### config.mk
export PLATFORM = sky130hd
export DESIGN_NAME = ex_stage
export DESIGN_NICKNAME = d
export VERILOG_FILES = /design/src/rtl/ex_stage_pkg.sv /design/src/rtl/ex_stage_alu.sv /design/src/rtl/ex_stage.sv
export SDC_FILE = /design/constraint.sdc
export NUM_CORES = 1
export LEC_CHECK = 0
export CORE_ASPECT_RATIO = 1.25
export CORE_UTILIZATION = 45
export DETAILED_ROUTE_END_ITERATION = 10
export GPL_TIMING_DRIVEN = 0
export HOLD_SLACK_MARGIN = 0.1
export PLACE_DENSITY_LB_ADDON = 0.05
export REMOVE_ABC_BUFFERS = 1
export SKIP_LAST_GASP = 1
export SLEW_MARGIN = 20
export SYNTH_ARGS = -nofsm -noshare
export SYNTH_HDL_FRONTEND = slang
export SYNTH_SLANG_ARGS = --single-unit
### constraint.sdc
create_clock -name clk -period 7.9 [get_ports clk]
set_input_delay 0.79 -clock clk [delete_from_list [all_inputs] [get_ports clk]]
set_output_delay 0.79 -clock clk [all_outputs]
set_load 0.005 [all_outputs]
### src/rtl/ex_stage_pkg.sv
// Shared widths and ALU operation bit positions for the EX stage.
package ex_stage_pkg;
  localparam int unsigned ID2EX_BUS_W = 151;
  localparam int unsigned EX2MA_BUS_W = 71;
  localparam int unsigned ALU_OP_W    = 12;

  localparam int unsigned OP_ADD   = 0;
  localparam int unsigned OP_SUB   = 1;
  localparam int unsigned OP_SLT   = 2;
  localparam int unsigned OP_SLTU  = 3;
  localparam int unsigned OP_AND   = 4;
  localparam int unsigned OP_NOR   = 5;
  localparam int unsigned OP_OR    = 6;
  localparam int unsigned OP_XOR   = 7;
  localparam int unsigned OP_SLL   = 8;
  localparam int unsigned OP_SRL   = 9;
  localparam int unsigned OP_SRA   = 10;
  localparam int unsigned OP_LU12I = 11;
endpackage

### src/rtl/ex_stage_alu.sv
// 32-bit combinational ALU selected by a one-hot operation vector.
module alu
  import ex_stage_pkg::*;
(
  input  logic [ALU_OP_W-1:0] alu_op,
  input  logic [31:0]         alu_src1,
  input  logic [31:0]         alu_src2,
  output logic [31:0]         alu_result
);
  logic [4:0] sa;
  logic       slt_bit;
  logic       sltu_bit;

  assign sa       = alu_src2[4:0];
  assign slt_bit  = $signed(alu_src1) < $signed(alu_src2);
  assign sltu_bit = alu_src1 < alu_src2;

  // And-or merge: an all-zero op vector yields zero.
  always_comb begin
    alu_result = '0;
    if (alu_op[OP_ADD])   alu_result |= alu_src1 + alu_src2;
    if (alu_op[OP_SUB])   alu_result |= alu_src1 - alu_src2;
    if (alu_op[OP_SLT])   alu_result |= {31'b0, slt_bit};
    if (alu_op[OP_SLTU])  alu_result |= {31'b0, sltu_bit};
    if (alu_op[OP_AND])   alu_result |= alu_src1 & alu_src2;
    if (alu_op[OP_NOR])   alu_result |= ~(alu_src1 | alu_src2);
    if (alu_op[OP_OR])    alu_result |= alu_src1 | alu_src2;
    if (alu_op[OP_XOR])   alu_result |= alu_src1 ^ alu_src2;
    if (alu_op[OP_SLL])   alu_result |= alu_src1 << sa;
    if (alu_op[OP_SRL])   alu_result |= alu_src1 >> sa;
    if (alu_op[OP_SRA])   alu_result |= 32'($signed(alu_src1) >>> sa);
    if (alu_op[OP_LU12I]) alu_result |= alu_src2;
  end
endmodule

### src/rtl/ex_stage.sv
// Execute stage: holds one decoded bundle, evaluates the ALU and issues the data-SRAM request.
module ex_stage
  import ex_stage_pkg::*;
(
  input  logic                   clk,
  input  logic                   rst,
  input  logic                   id_validout,
  input  logic                   ma_allowin,
  output logic                   ex_allowin,
  output logic                   ex_validout,
  input  logic [ID2EX_BUS_W-1:0] id_to_ex_bus,
  output logic [EX2MA_BUS_W-1:0] ex_to_ma_bus,
  output logic [4:0]             ex_to_id_dest,
  output logic                   data_sram_en,
  output logic [3:0]             data_sram_we,
  output logic [31:0]            data_sram_addr,
  output logic [31:0]            data_sram_wdata
);
  logic                   valid;
  logic [ID2EX_BUS_W-1:0] bundle;

  logic [ALU_OP_W-1:0] alu_op;
  logic                load_op;
  logic                src1_is_pc;
  logic                src2_is_imm;
  logic                gr_we;
  logic                mem_we;
  logic [4:0]          dest;
  logic [31:0]         imm;
  logic [31:0]         rj_value;
  logic [31:0]         rkd_value;
  logic [31:0]         pc;
  logic                res_from_mem;
  logic                unused_load_op;

  logic [31:0] alu_src1;
  logic [31:0] alu_src2;
  logic [31:0] alu_result;
  logic        req;

  assign {alu_op, load_op, src1_is_pc, src2_is_imm, gr_we, mem_we, dest,
          imm, rj_value, rkd_value, pc, res_from_mem} = bundle;
  assign unused_load_op = load_op;

  assign ex_allowin  = ~valid | ma_allowin;
  assign ex_validout = valid;

  always_ff @(posedge clk) begin
    if (rst) begin
      valid  <= 1'b0;
      bundle <= '0;
    end else begin
      if (ex_allowin) valid <= id_validout;
      if (id_validout && ex_allowin) bundle <= id_to_ex_bus;
    end
  end

  assign alu_src1 = src1_is_pc  ? pc  : rj_value;
  assign alu_src2 = src2_is_imm ? imm : rkd_value;

  alu u_alu (
    .alu_op     (alu_op),
    .alu_src1   (alu_src1),
    .alu_src2   (alu_src2),
    .alu_result (alu_result)
  );

  // Request only on the hand-off cycle; masked by rst so a held bundle cannot fire during reset.
  assign req             = valid & ma_allowin & ~rst & (res_from_mem | mem_we);
  assign data_sram_en    = req;
  assign data_sram_we    = {4{req & mem_we}};
  assign data_sram_addr  = alu_result;
  assign data_sram_wdata = rkd_value;

  assign ex_to_id_dest = (valid & gr_we) ? dest : 5'd0;
  assign ex_to_ma_bus  = {res_from_mem, gr_we, dest, alu_result, pc};
endmodule

=== Yosys cells after proc, flatten, opt, wreduce, memory -nomap -nowiden ===
Index checks and enable logic that the tools add are counted.

* Bits in registers: 152
* Input port bits: 155
* Output and inout port bits: 147

* Reductions and logical operators: 1
* $add $sub $neg: 2
* Multiplexer cells: 15
* Bitwise operators: 24
* Order comparisons: 2
* Shift-type cells: 3

{| class="wikitable"
|+ Operator list
! operator !! number
|-
| $mux 32 || 14
|-
| $or 32x32->32 || 10
|-
| $lt 32x32->1 || 2
|-
| $or 32x1->32 || 2
|-
| $add 32x32->32 || 1
|-
| $and 32x32->32 || 1
|-
| $not 32->32 || 1
|-
| $shl 32x5->32 || 1
|-
| $shr 32x5->32 || 1
|-
| $sshr 32x5->32 || 1
|-
| $sub 32x32->32 || 1
|-
| $xor 32x32->32 || 1
|-
| $and 1x1->1 || 5
|-
| $mux 5 || 1
|-
| $not 1->1 || 2
|-
| $or 1x1->1 || 2
|-
| $logic_and 1x1->1 || 1
|}

=== Depth between registers and ports, before layout ===
Gate-level depths: netlist of run 1.

* Word-level depth: 25
* Mapped depth: 16
* Depth with buffers taken out: 12

=== By module ===
Synthesis of run 1 repeated with hierarchy kept, for this count alone.

* Cell total of the unflattened synthesis: 2,209
* Area, all modules: 17,524.3 um^2

{| class="wikitable"
|+ By module, submodules not included
! module !! area each (um^2) !! times used !! sequential area each (um^2) !! cells each
|-
| alu || 9,044.9 || 1 || 0.0 || 1,334
|-
| ex_stage || 8,479.4 || 1 || 3,022.9 || 875
|}

=== Worst setup path after synthesis of run 1 ===
Ideal clock, no wire load.

* Path type: register to output
* Start point: reg bundle[136]
* End point: out ex_to_ma_bus[55]
* Data arrival time: 3.911 ns
* Setup slack: 3.199 ns
* Path buffers: 5
* Cell stages (with the launch flop): 15
* Cell sequence: dfxtp_1 buf_6 mux2i_2 clkbuf_1 buf_1 ha_1 buf_2 or4_1 a21oi_1 a211o_1 nand3_2 and3_1 a31o_2 a221o_1 buf_4

* Cells in the longest elaborated chain, start to end: 25
* Elaborated cells on any way between the ends: 33
* Classes of those cells: 2 x add/sub; 3 x shift; 13 x mux; 15 x bitwise

{| class="wikitable"
|+ RTL lines
! what !! line !! text
|-
| from (decl) || ex_stage.sv:20 || <nowiki>logic [ID2EX_BUS_W-1:0] bundle;</nowiki>
|-
| from (signal assigned) || ex_stage.sv:54 || <nowiki>if (id_validout && ex_allowin) bundle <= id_to_ex_bus;</nowiki>
|-
| $mux 32 (*) || ex_stage.sv:59 || <nowiki>assign alu_src2 = src2_is_imm ? imm : rkd_value;</nowiki>
|-
| $add 32x32->32 || ex_stage_alu.sv:21 || <nowiki>if (alu_op[OP_ADD]) alu_result |= alu_src1 + alu_src2;</nowiki>
|-
| $mux 32 || ex_stage_alu.sv:21 ||
|-
| $or 32x32->32 || ex_stage_alu.sv:22 || <nowiki>if (alu_op[OP_SUB]) alu_result |= alu_src1 - alu_src2;</nowiki>
|-
| $mux 32 || ex_stage_alu.sv:22 ||
|-
| $or 32x1->32 || ex_stage_alu.sv:23 || <nowiki>if (alu_op[OP_SLT]) alu_result |= {31'b0, slt_bit};</nowiki>
|-
| $mux 32 || ex_stage_alu.sv:23 ||
|-
| $or 32x1->32 || ex_stage_alu.sv:24 || <nowiki>if (alu_op[OP_SLTU]) alu_result |= {31'b0, sltu_bit};</nowiki>
|-
| [... 9 more ...] || - ||
|-
| $or 32x32->32 || ex_stage_alu.sv:29 || <nowiki>if (alu_op[OP_SLL]) alu_result |= alu_src1 << sa;</nowiki>
|-
| $mux 32 || ex_stage_alu.sv:29 ||
|-
| $or 32x32->32 || ex_stage_alu.sv:30 || <nowiki>if (alu_op[OP_SRL]) alu_result |= alu_src1 >> sa;</nowiki>
|-
| $mux 32 || ex_stage_alu.sv:30 ||
|-
| $or 32x32->32 || ex_stage_alu.sv:31 || <nowiki>if (alu_op[OP_SRA]) alu_result |= 32'($signed(alu_src1) >>> sa);</nowiki>
|-
| $mux 32 || ex_stage_alu.sv:31 ||
|-
| $or 32x32->32 || ex_stage_alu.sv:32 || <nowiki>if (alu_op[OP_LU12I]) alu_result |= alu_src2;</nowiki>
|-
| $mux 32 (*) || ex_stage_alu.sv:32 ||
|-
| to (decl) || ex_stage.sv:12 || <nowiki>output logic [EX2MA_BUS_W-1:0] ex_to_ma_bus,</nowiki>
|}

Every way passes the cells marked *; elsewhere a longest branch is shown, timed or not.

=== Worst setup path after layout of run 1 ===
* Start point: reg bundle[136]
* End point: out data_sram_addr[26]

* Cells in the longest elaborated chain, start to end: 25
* Elaborated cells on any way between the ends: 33
* Classes of those cells: 2 x add/sub; 3 x shift; 13 x mux; 15 x bitwise

{| class="wikitable"
|+ RTL lines
! what !! line !! text
|-
| $mux 32 (*) || ex_stage.sv:59 ||
|-
| $add 32x32->32 || ex_stage_alu.sv:21 ||
|-
| $mux 32 || ex_stage_alu.sv:21 ||
|-
| $or 32x32->32 || ex_stage_alu.sv:22 ||
|-
| $mux 32 || ex_stage_alu.sv:22 ||
|-
| $or 32x1->32 || ex_stage_alu.sv:23 ||
|-
| $mux 32 || ex_stage_alu.sv:23 ||
|-
| $or 32x1->32 || ex_stage_alu.sv:24 ||
|-
| [... 9 more ...] || - ||
|-
| $or 32x32->32 || ex_stage_alu.sv:29 ||
|-
| $mux 32 || ex_stage_alu.sv:29 ||
|-
| $or 32x32->32 || ex_stage_alu.sv:30 ||
|-
| $mux 32 || ex_stage_alu.sv:30 ||
|-
| $or 32x32->32 || ex_stage_alu.sv:31 ||
|-
| $mux 32 || ex_stage_alu.sv:31 ||
|-
| $or 32x32->32 || ex_stage_alu.sv:32 ||
|-
| $mux 32 (*) || ex_stage_alu.sv:32 ||
|-
| to (decl) || ex_stage.sv:16 || <nowiki>output logic [31:0] data_sram_addr,</nowiki>
|}

Marks and branches as above.

==> metrics list, run 1 <==
- Run status: finished clean
- Clock-pin slew was measured on the worst setup and hold paths at around 60 ps.
* Placed wire-length estimate: about 50 mm
- Among all flip-flop cells after synthesis, the most frequent one is sky130_fd_sc_hd__dfxtp_1.
- CTS root buffer: sky130_fd_sc_hd__clkbuf_16
- STA classifies the critical path startpoint as a register.
- Initial core utilization: 46.02%
- The floorplan step defined a core boundary enclosing around 0.035 mm².
- Share of the clock period used by the worst path: 93.48%
- Syn Area/Cell: 7.134 µm²
- GR Util All Layers: 35.89%
- Sequence of cells on the critical path: mux2i_4 -> inv_4 -> ha_1 -> fa_1 -> nor2_1 -> o221ai_1 -> a22oi_1 -> a211oi_1 -> o41ai_2 -> a21oi_1 -> xnor2_1 -> o211ai_1 -> clkdlybuf4s50_1
- Slowest Stage Delay on Critical Path: 800 ps
- After the last flow step, the layout net total stands at 2574.
* Overall die area: 0.03636 mm²
- Number of pins exceeding their max-slew limit in the final report: 0
* CTS HTree Levels: 4
- The congestion estimate from routability-driven global placement came to 1.030.
* Number of synthesis warnings: 0
* Height of the die: 212.9 µm
* Avg WL per Cell: around 23 µm
- During I/O placement, the number of pins put on the boundary was 302.
* P_leak: roughly 7.9 nW
- TritonCTS built the clock tree.
- For this run the aggregate overflow at the end of global routing stands at 0.
* Number of clock buffers inserted by TritonCTS: 17
- The post-route netlist has under 10% of its cells at a drive strength greater than 1.
* Slew of the pin with the lowest slew margin: 1254 ps
- After clock tree synthesis, the flow added hold-fix buffers numbering 0.
- Summing the sequential cell areas from Yosys gives 18.87% of the chip area.
* Final critical path time including I/O delays and setup: 7385 ps
- Category of the most critical setup path: register to output pin
- Wire length of the first global-routing pass: 98.50 mm
- Detailed routing inserted a total of 17290 vias.
* Number of vias per cell: ~6.2
- Antenna violations before repair: 0
- Final setup violation count: 0
* Synthesis-to-layout area growth: 21.05%
- Static timing analysis puts the maximum clock frequency at about 0.14 GHz.
- The worst hold path belongs to the class register to register.
- Routed wire length: ~65 mm
* Post-synthesis async set-or-reset flop share: 0%
- Cell area after technology mapping: 0.01602 mm²
- Pwr per Cell Area: 166.4 mW/mm²
- Buffers placed on the I/O ports in this run total 300.
- The tightest hold path in the finished design has a slack of approximately 450 ps.
- Data required time at the worst endpoint: ~7100 ps
* Chip width: 170.7 µm
- Leaving out fill and tap cells, the most frequent cell in the layout is sky130_fd_sc_hd__nand2_1.
* Largest net degree at the start of global routing: 101
- Counting distinct cell types in the post-synthesis netlist gives 85.
- The design draws 0.003227 W.
- Clock tree skew after final layout: 9.820 ps
* Postcts setup bufs: 0
- Once detail routing completed, the nets flagged for antenna violations numbered 0.
- DRC violations left: 0
* Top library cells by usage in the layout, fill and taps aside: 462 x sky130_fd_sc_hd__nand2_1, 299 x sky130_fd_sc_hd__clkdlybuf4s50_1, 265 x sky130_fd_sc_hd__a21oi_1
* Critical path capture point type: output pin
- The finished cells cover 0.01939 mm².
- The count of endpoints failing hold in the final timing report is 0.
- Clock tree synthesis found a total of about 150 sinks.
- Number of flops mapped to enable cells by yosys: 0
* Clock network latency to the later pin of the worst-skew pair: 460 ps
* Data arrival time of the critical path: around 6600 ps
* Number of rows in the core area: 76
- The number of global-route vias before repair came to 16660.
* Worst slew slack as a fraction of its limit: around 14%
- Across the VDD grid, the largest voltage drop is around 0.16 mV.
- Register bit total from synthesis: 151
- The clock passes through at most 2 buffers.
- CP max stage cell: sky130_fd_sc_hd__o41ai_2
- Once the clock tree was built, the resizer swapped 0 gates to a different size.
- Number of DRC markers in iteration 0: roughly 1900
- RSZ-0062 raised after global routing: false
* Max capacitance violation total: 0
* DR pass1 iterations: 6
- Total placed instance area: 0.01876 mm²
- Post-place setup slack: 1235 ps
- Synth Instances: between 2000 and 2500
* Antenna diode instance count: 0
* Max FO, Critical Path: 46
- Worst setup margin: slightly above 500 ps
-- through the flow --
step	instances	utilization (%)	setup TNS [ps]
after floorplan	1977	-	0
after global placement	2745	52.01	-178460
after detailed placement	2769	53.90	0
after CTS	2801	55.71	0
after global routing	2801	55.71	0
final	2801	55.71	0
-- logic make-up after synthesis --
family / after synthesis / synth area share (%)
fa+ha+maj: 99 / 7.827
flops: 151 / 18.87
mux: 229 / 15.18
buf+inv: 368 / 11.76
compound gates: 612 / 24.25
xor+xnor: 45 / 2.461
simple gates: 741 / 19.65
-- sequential cells by signal (all words and copies together), names as in the netlist --
name / flops
bundle: 150
ex_validout: 1
-- cell type report --
class | count | area (µm²)
multi-input cells | 1726 | 11140
clock buffers | 21 | 470.5
inverters | 100 | 379.1
fillers | 3413 | 15410
repair buffers | 324 | 3622
flip-flops and latches | 151 | 3037
well taps | 468 | 585.6
clock inverters | 11 | 158.9
-- cell usage after synthesis (17+ instances only) --
cell type | number | area share, %
sky130_fd_sc_hd__nand2_1 | 463 | 11
sky130_fd_sc_hd__a21oi_1 | 265 | 8.3
sky130_fd_sc_hd__mux2i_1 | 175 | 11
sky130_fd_sc_hd__dfxtp_1 | 151 | 19
sky130_fd_sc_hd__buf_4 | 111 | 5.2
sky130_fd_sc_hd__clkbuf_1 | 111 | 2.6
sky130_fd_sc_hd__nor2_1 | 103 | 2.4
sky130_fd_sc_hd__ha_1 | 97 | 7.6
sky130_fd_sc_hd__inv_1 | 94 | 2.2
sky130_fd_sc_hd__o21ai_0 | 82 | 2.6
sky130_fd_sc_hd__mux2_2 | 43 | 3.0
sky130_fd_sc_hd__nand3_1 | 41 | 1.3
sky130_fd_sc_hd__nor3_1 | 41 | 1.3
sky130_fd_sc_hd__xnor2_1 | 40 | 2.2
sky130_fd_sc_hd__a22oi_1 | 36 | 1.7
sky130_fd_sc_hd__o211ai_1 | 28 | 1.3
sky130_fd_sc_hd__buf_2 | 27 | 0.84
sky130_fd_sc_hd__a221oi_1 | 21 | 1.1
sky130_fd_sc_hd__nor4_1 | 19 | 0.74
sky130_fd_sc_hd__a211oi_1 | 17 | 0.80
-- critical path, delay by kind of cell (launching register included) --
kind                       cells  cell delay, ps
xor gates and xnor gates       1             180
buffers and inverters          2            1000
and+or+nand+nor                1             170
muxes                          1             680
DFF                            1             650
AOI/OAI and AO/OA              6            2590
adders and majority gates      2             840
-- where the power goes --
| part | switching [W] | internal, W |
|---|---|---|
| Sequential | 0.0000576 | 0.000807 |
| Clock | 0.000356 | 0.000527 |
| Combinational | 0.000835 | 0.000644 |
-- path summary, 6_finish.rpt --
check | start | endpoint | slack [ps] | depth (start not counted)
worst max-delay path | bundle[136]$_SDFFE_PP0P_ | data_sram_addr[26] | 520 | 13
worst min-delay path | bundle[81]$_SDFFE_PP0P_ | bundle[81]$_SDFFE_PP0P_ | 450 | 2
worst max register to register | ex_validout$_SDFFE_PP0N_ | bundle[49]$_SDFFE_PP0P_ | 6220 | 5
worst min register to register | bundle[81]$_SDFFE_PP0P_ | bundle[81]$_SDFFE_PP0P_ | 450 | 2
-- metal layers --
metal | part of all wire [%] | up-vias | GRT usage [%]
met2 | 47 | 861 | 58.76
met4 | 6.0 | 0 | 21.90
met5 | 0 | - | 0
met1 | 40 | 8199 | 44.02
met3 | 7.2 | 220 | 5.690
li1 | - | 8008 | -
No activity file was read; power rests on OpenSTA's default activity.
==> run 2, diff against run 1 <==
--- a/config.mk
+++ b/config.mk
@@ -5,13 +5,14 @@
 export SDC_FILE = /design/constraint.sdc
 export NUM_CORES = 1
 export LEC_CHECK = 0
-export CORE_ASPECT_RATIO = 1.25
+export CORE_ASPECT_RATIO = 0.5
 export CORE_UTILIZATION = 45
 export DETAILED_ROUTE_END_ITERATION = 10
 export GPL_TIMING_DRIVEN = 0
 export HOLD_SLACK_MARGIN = 0.1
 export PLACE_DENSITY_LB_ADDON = 0.05
 export REMOVE_ABC_BUFFERS = 1
+export SETUP_SLACK_MARGIN = 0.02
 export SKIP_LAST_GASP = 1
 export SLEW_MARGIN = 20
 export SYNTH_ARGS = -nofsm -noshare
==> run 2 against run 1 <==
- clock power is 2.4% lower
- register-to-register slack worse by 80 ps
- first-iteration DRC count is 1.0% higher
- clock skew is 2.2 ps higher
- via count stayed put
- critical path depth is 2 higher
- combinational power hardly changed
- sequential share of layout area is 0.063 points higher
- count of clock-buffer cells in the layout is 3 lower
- non-clock buffer count stayed put
- utilization is 0.13 points lower
- critical path type unchanged
- largest power group unchanged
- highest routed layer is now met5
==> metrics list, run 2 (synthesized netlist as in run 1, its figures left out) <==
* Run status: finished clean (unchanged)
* Pwr per Cell Area: 166.7 mW/mm² (was 166.4 mW/mm²)
* GR Util All Layers: 36.17% (was 35.89%)
* Combinational share of power: 46.5% (was 45.8%)
- The sum of negative setup slack came to 0 ps (unchanged).
- The clock tree from TritonCTS was yes (unchanged).
- Clock group share of total power: 26.8% (was 27.4%)
- Antenna diode instance count: 0 (unchanged)
- The number of global-route vias before repair was 15860 (was 16660).
- Hold Violations, Final: 0 (unchanged)
- Height of the die: 135.4 µm (was 212.9 µm)
- The DRC violations left came to 0 (unchanged).
* Wire length of the first global-routing pass: 99.15 mm (was 98.50 mm)
* Number of clock sinks seen by CTS: 151 (unchanged)
- The routed wirelength normalized by instance count was 23.83 µm (was 23.33 µm).
- The buffers inserted during post-CTS setup optimization was 0 (unchanged).
- Final critical path time including I/O delays and setup: 7575 ps (was 7385 ps)
- The flip-flop count of the largest register after layout came to 150 (unchanged).
- The worst-case clock skew is 12.00 ps (was 9.820 ps).
- RSZ-0062 raised after global routing: false (unchanged).
* Max capacitance violation total: 0 (unchanged)
* Number of rows in the core area: 48 (was 76)
* Share of the clock period used by the worst path: 95.88% (was 93.48%)
* Switching power summed over all nets: 0.001342 W (was 0.001248 W)
- P_leak: 7.830 nW (was 7.857 nW)
- Sequential share of power: 26.7% (was 26.8%)
* Number of clock buffers inserted by TritonCTS: 17 (unchanged)
- The initial detailed-routing violation count is 1902 (was 1883).
- Chip width: 268.8 µm (was 170.7 µm)
* Top-Level Pins: 302 (unchanged)
- CTS root buffer: sky130_fd_sc_hd__clkbuf_16 (unchanged)
* Most common cell after layout, fill and taps aside: sky130_fd_sc_hd__nand2_1 (unchanged)
* Top reg by flops: bundle (unchanged)
- Maximum ir drop on the vdd rail: 0.1149 mV (was 0.1603 mV)
- The effective utilization at floorplan came to 46.06% (was 46.02%).
- The achievable clock frequency is 0.1320 GHz (was 0.1354 GHz).
- Internal Pwr Total: 0.001880 W (was 0.001978 W)
- The post-cts gate resize count was 0 (unchanged).
* Synthesis-to-layout area growth: 20.67% (was 21.05%)
* Cell count of the worst reg-to-reg path: 5 (unchanged)
- Total grt overflow: 0 (unchanged)
- The total power consumption of the routed design came to 0.003222 W (was 0.003227 W).
* Slew of the pin with the lowest slew margin: 1216 ps (was 1254 ps)
- The class of the worst hold path is register to register (unchanged).
- The biggest fanout along the worst timing path was 46 (unchanged).
- Number of cells on the worst hold path: 2 (unchanged)
- Category of the most critical setup path: register to output pin (unchanged)
- The worst endpoint required time is 7110 ps (about the same).
* CTS HTree Levels: 4 (unchanged)
- Largest net degree at the start of global routing: 82 (was 101)
- The clock-pin slew of the registers on the worst-case setup and hold paths is 70 ps (was 60 ps).
- The number of placed instances with taps included is 2776 (was 2769).
- The endpoint kind of the worst setup timing path is an output pin (unchanged).
* Placed wire-length estimate: 50.86 mm (was 49.99 mm)
- Top library cells by usage in the layout, fill and taps aside: 462 x sky130_fd_sc_hd__nand2_1, 299 x sky130_fd_sc_hd__clkdlybuf4s50_1, 265 x sky130_fd_sc_hd__a21oi_1 (unchanged)
- The total of hold buffers inserted after clock tree synthesis is 0 (unchanged).
- The worst slew margin relative to its limit is 18.63% (was 13.99%).
- The final net count is 2574 (unchanged).
- The fraction of layout instances using a drive strength above 1 came to 6.301% (was 6.258%).
* Data arrival time of the critical path: 6780 ps (was 6590 ps)
- The clock insertion delay at the later pin of the skew report was 470 ps (was 460 ps).
- The final-report max-slew violation count came to 0 (unchanged).
- Launching element type of the critical path: register (unchanged)
* DR pass1 iterations: 8 (was 6)
* Antenna viol nets, final: 0 (unchanged)
- Buffer depth of the longest clock path: 2 (unchanged)
- Routed wire length: 66.91 mm (was 65.36 mm)
- Overall die area: 0.03640 mm² (was 0.03636 mm²)
- Final Instance Count excl. Fillers: 2808 (was 2801)
- The placeable core area is 0.03477 mm² (was 0.03480 mm²).
- Port bufs: 300 (unchanged)
* Via count: 17290 (unchanged)
- Switching share of power: 41.65% (was 38.69%)
* Final weighted congestion in routability-driven placement: 1.036 (was 1.030)
- The initial antenna violation count is 2 (was 0).
- Number of filler instances in the final layout: 3438 (was 3413)
- The post-detailed-route via-to-cell ratio is 6.157 (was 6.172).
- The setup violation total in the final timing report is 0 (unchanged).
-- run 2: changes by cell type in the layout (fill, tap and decap cells not counted), sizes merged --
| cell | change |
|---|---|
| clkinvlp | -1 |
| clkbuf | -3 |
| bufinv | -3 |
| inv | +3 |
| clkinv | +4 |
-- run 2: path summary, 6_finish.rpt --
| kind | endpoint | from | slack, ps |
|---|---|---|---|
| max | data_sram_addr[26] | bundle[136]$_SDFFE_PP0P_ | 330 |
| min | bundle[81]$_SDFFE_PP0P_ | bundle[81]$_SDFFE_PP0P_ | 450 |
| max reg2reg | bundle[29]$_SDFFE_PP0P_ | ex_validout$_SDFFE_PP0N_ | 6140 |
| min reg2reg | bundle[81]$_SDFFE_PP0P_ | bundle[81]$_SDFFE_PP0P_ | 450 |
-- run 2: final cells by class --
cell class                 instances  area [µm²]  area share, %
clock buffer                      18       439.2          2.272
inverter                         100       379.1          1.962
timing repair buffer             324        3585          18.55
clock inverter                    14       155.1         0.8027
tap                              475       594.3          3.075
multi-input combinational       1726       11140          57.62
sequential                       151        3039          15.72
-- run 2: stage by stage --
| step | cell area, µm² | worst slack (ps) | hold WS (ps) | util, % |
|---|---|---|---|---|
| global route | 19330 | 182.6 | 468.1 | 55.58 |
| floorplan | 14510 | 720.3 | 426.8 | - |
| detailed placement | 18730 | 1002 | 443.1 | 53.87 |
| global placement | 18110 | -3556 | 439.2 | 52.08 |
| finish | 19330 | 325.3 | 454.4 | 55.58 |
| CTS | 19330 | 468.2 | 454.4 | 55.58 |
-- run 2: power groups by stage --
stage                     combinational [W]  clock (W)  sequential, W
after CTS                           0.00146   0.000876       0.000861
after global placement              0.00142          0       0.000895
after global routing                0.00159   0.000905       0.000867
after detailed placement            0.00145          0       0.000878
after floorplan                    0.000782          0       0.000868
final                               0.00150   0.000862       0.000862
-- run 2: routing by layer --
layer	wire length, µm	part of all wire, %	track usage (%)	vias to the layer above
li1	-	-	-	7988
met1	30160	45	50.82	8206
met2	27550	41	52.68	930
met3	7249	11	10.69	162
met4	1937	2.9	10.89	2
met5	13	0.019	0	-
-- run 2: worst max-delay path: stages, from the launching register on --
cell and delay (ps):
sky130_fd_sc_hd__dfxtp_4 810, sky130_fd_sc_hd__mux2i_4 680, sky130_fd_sc_hd__buf_16 250, sky130_fd_sc_hd__buf_16 170
sky130_fd_sc_hd__inv_4 240, sky130_fd_sc_hd__ha_1 340, sky130_fd_sc_hd__fa_1 460, sky130_fd_sc_hd__nor2_1 180
sky130_fd_sc_hd__o221ai_1 160, sky130_fd_sc_hd__a22oi_1 570, sky130_fd_sc_hd__a211oi_1 380, sky130_fd_sc_hd__o41ai_2 740
sky130_fd_sc_hd__a21oi_1 210, sky130_fd_sc_hd__xnor2_1 200, sky130_fd_sc_hd__o211ai_1 280, sky130_fd_sc_hd__clkdlybuf4s50_1 570
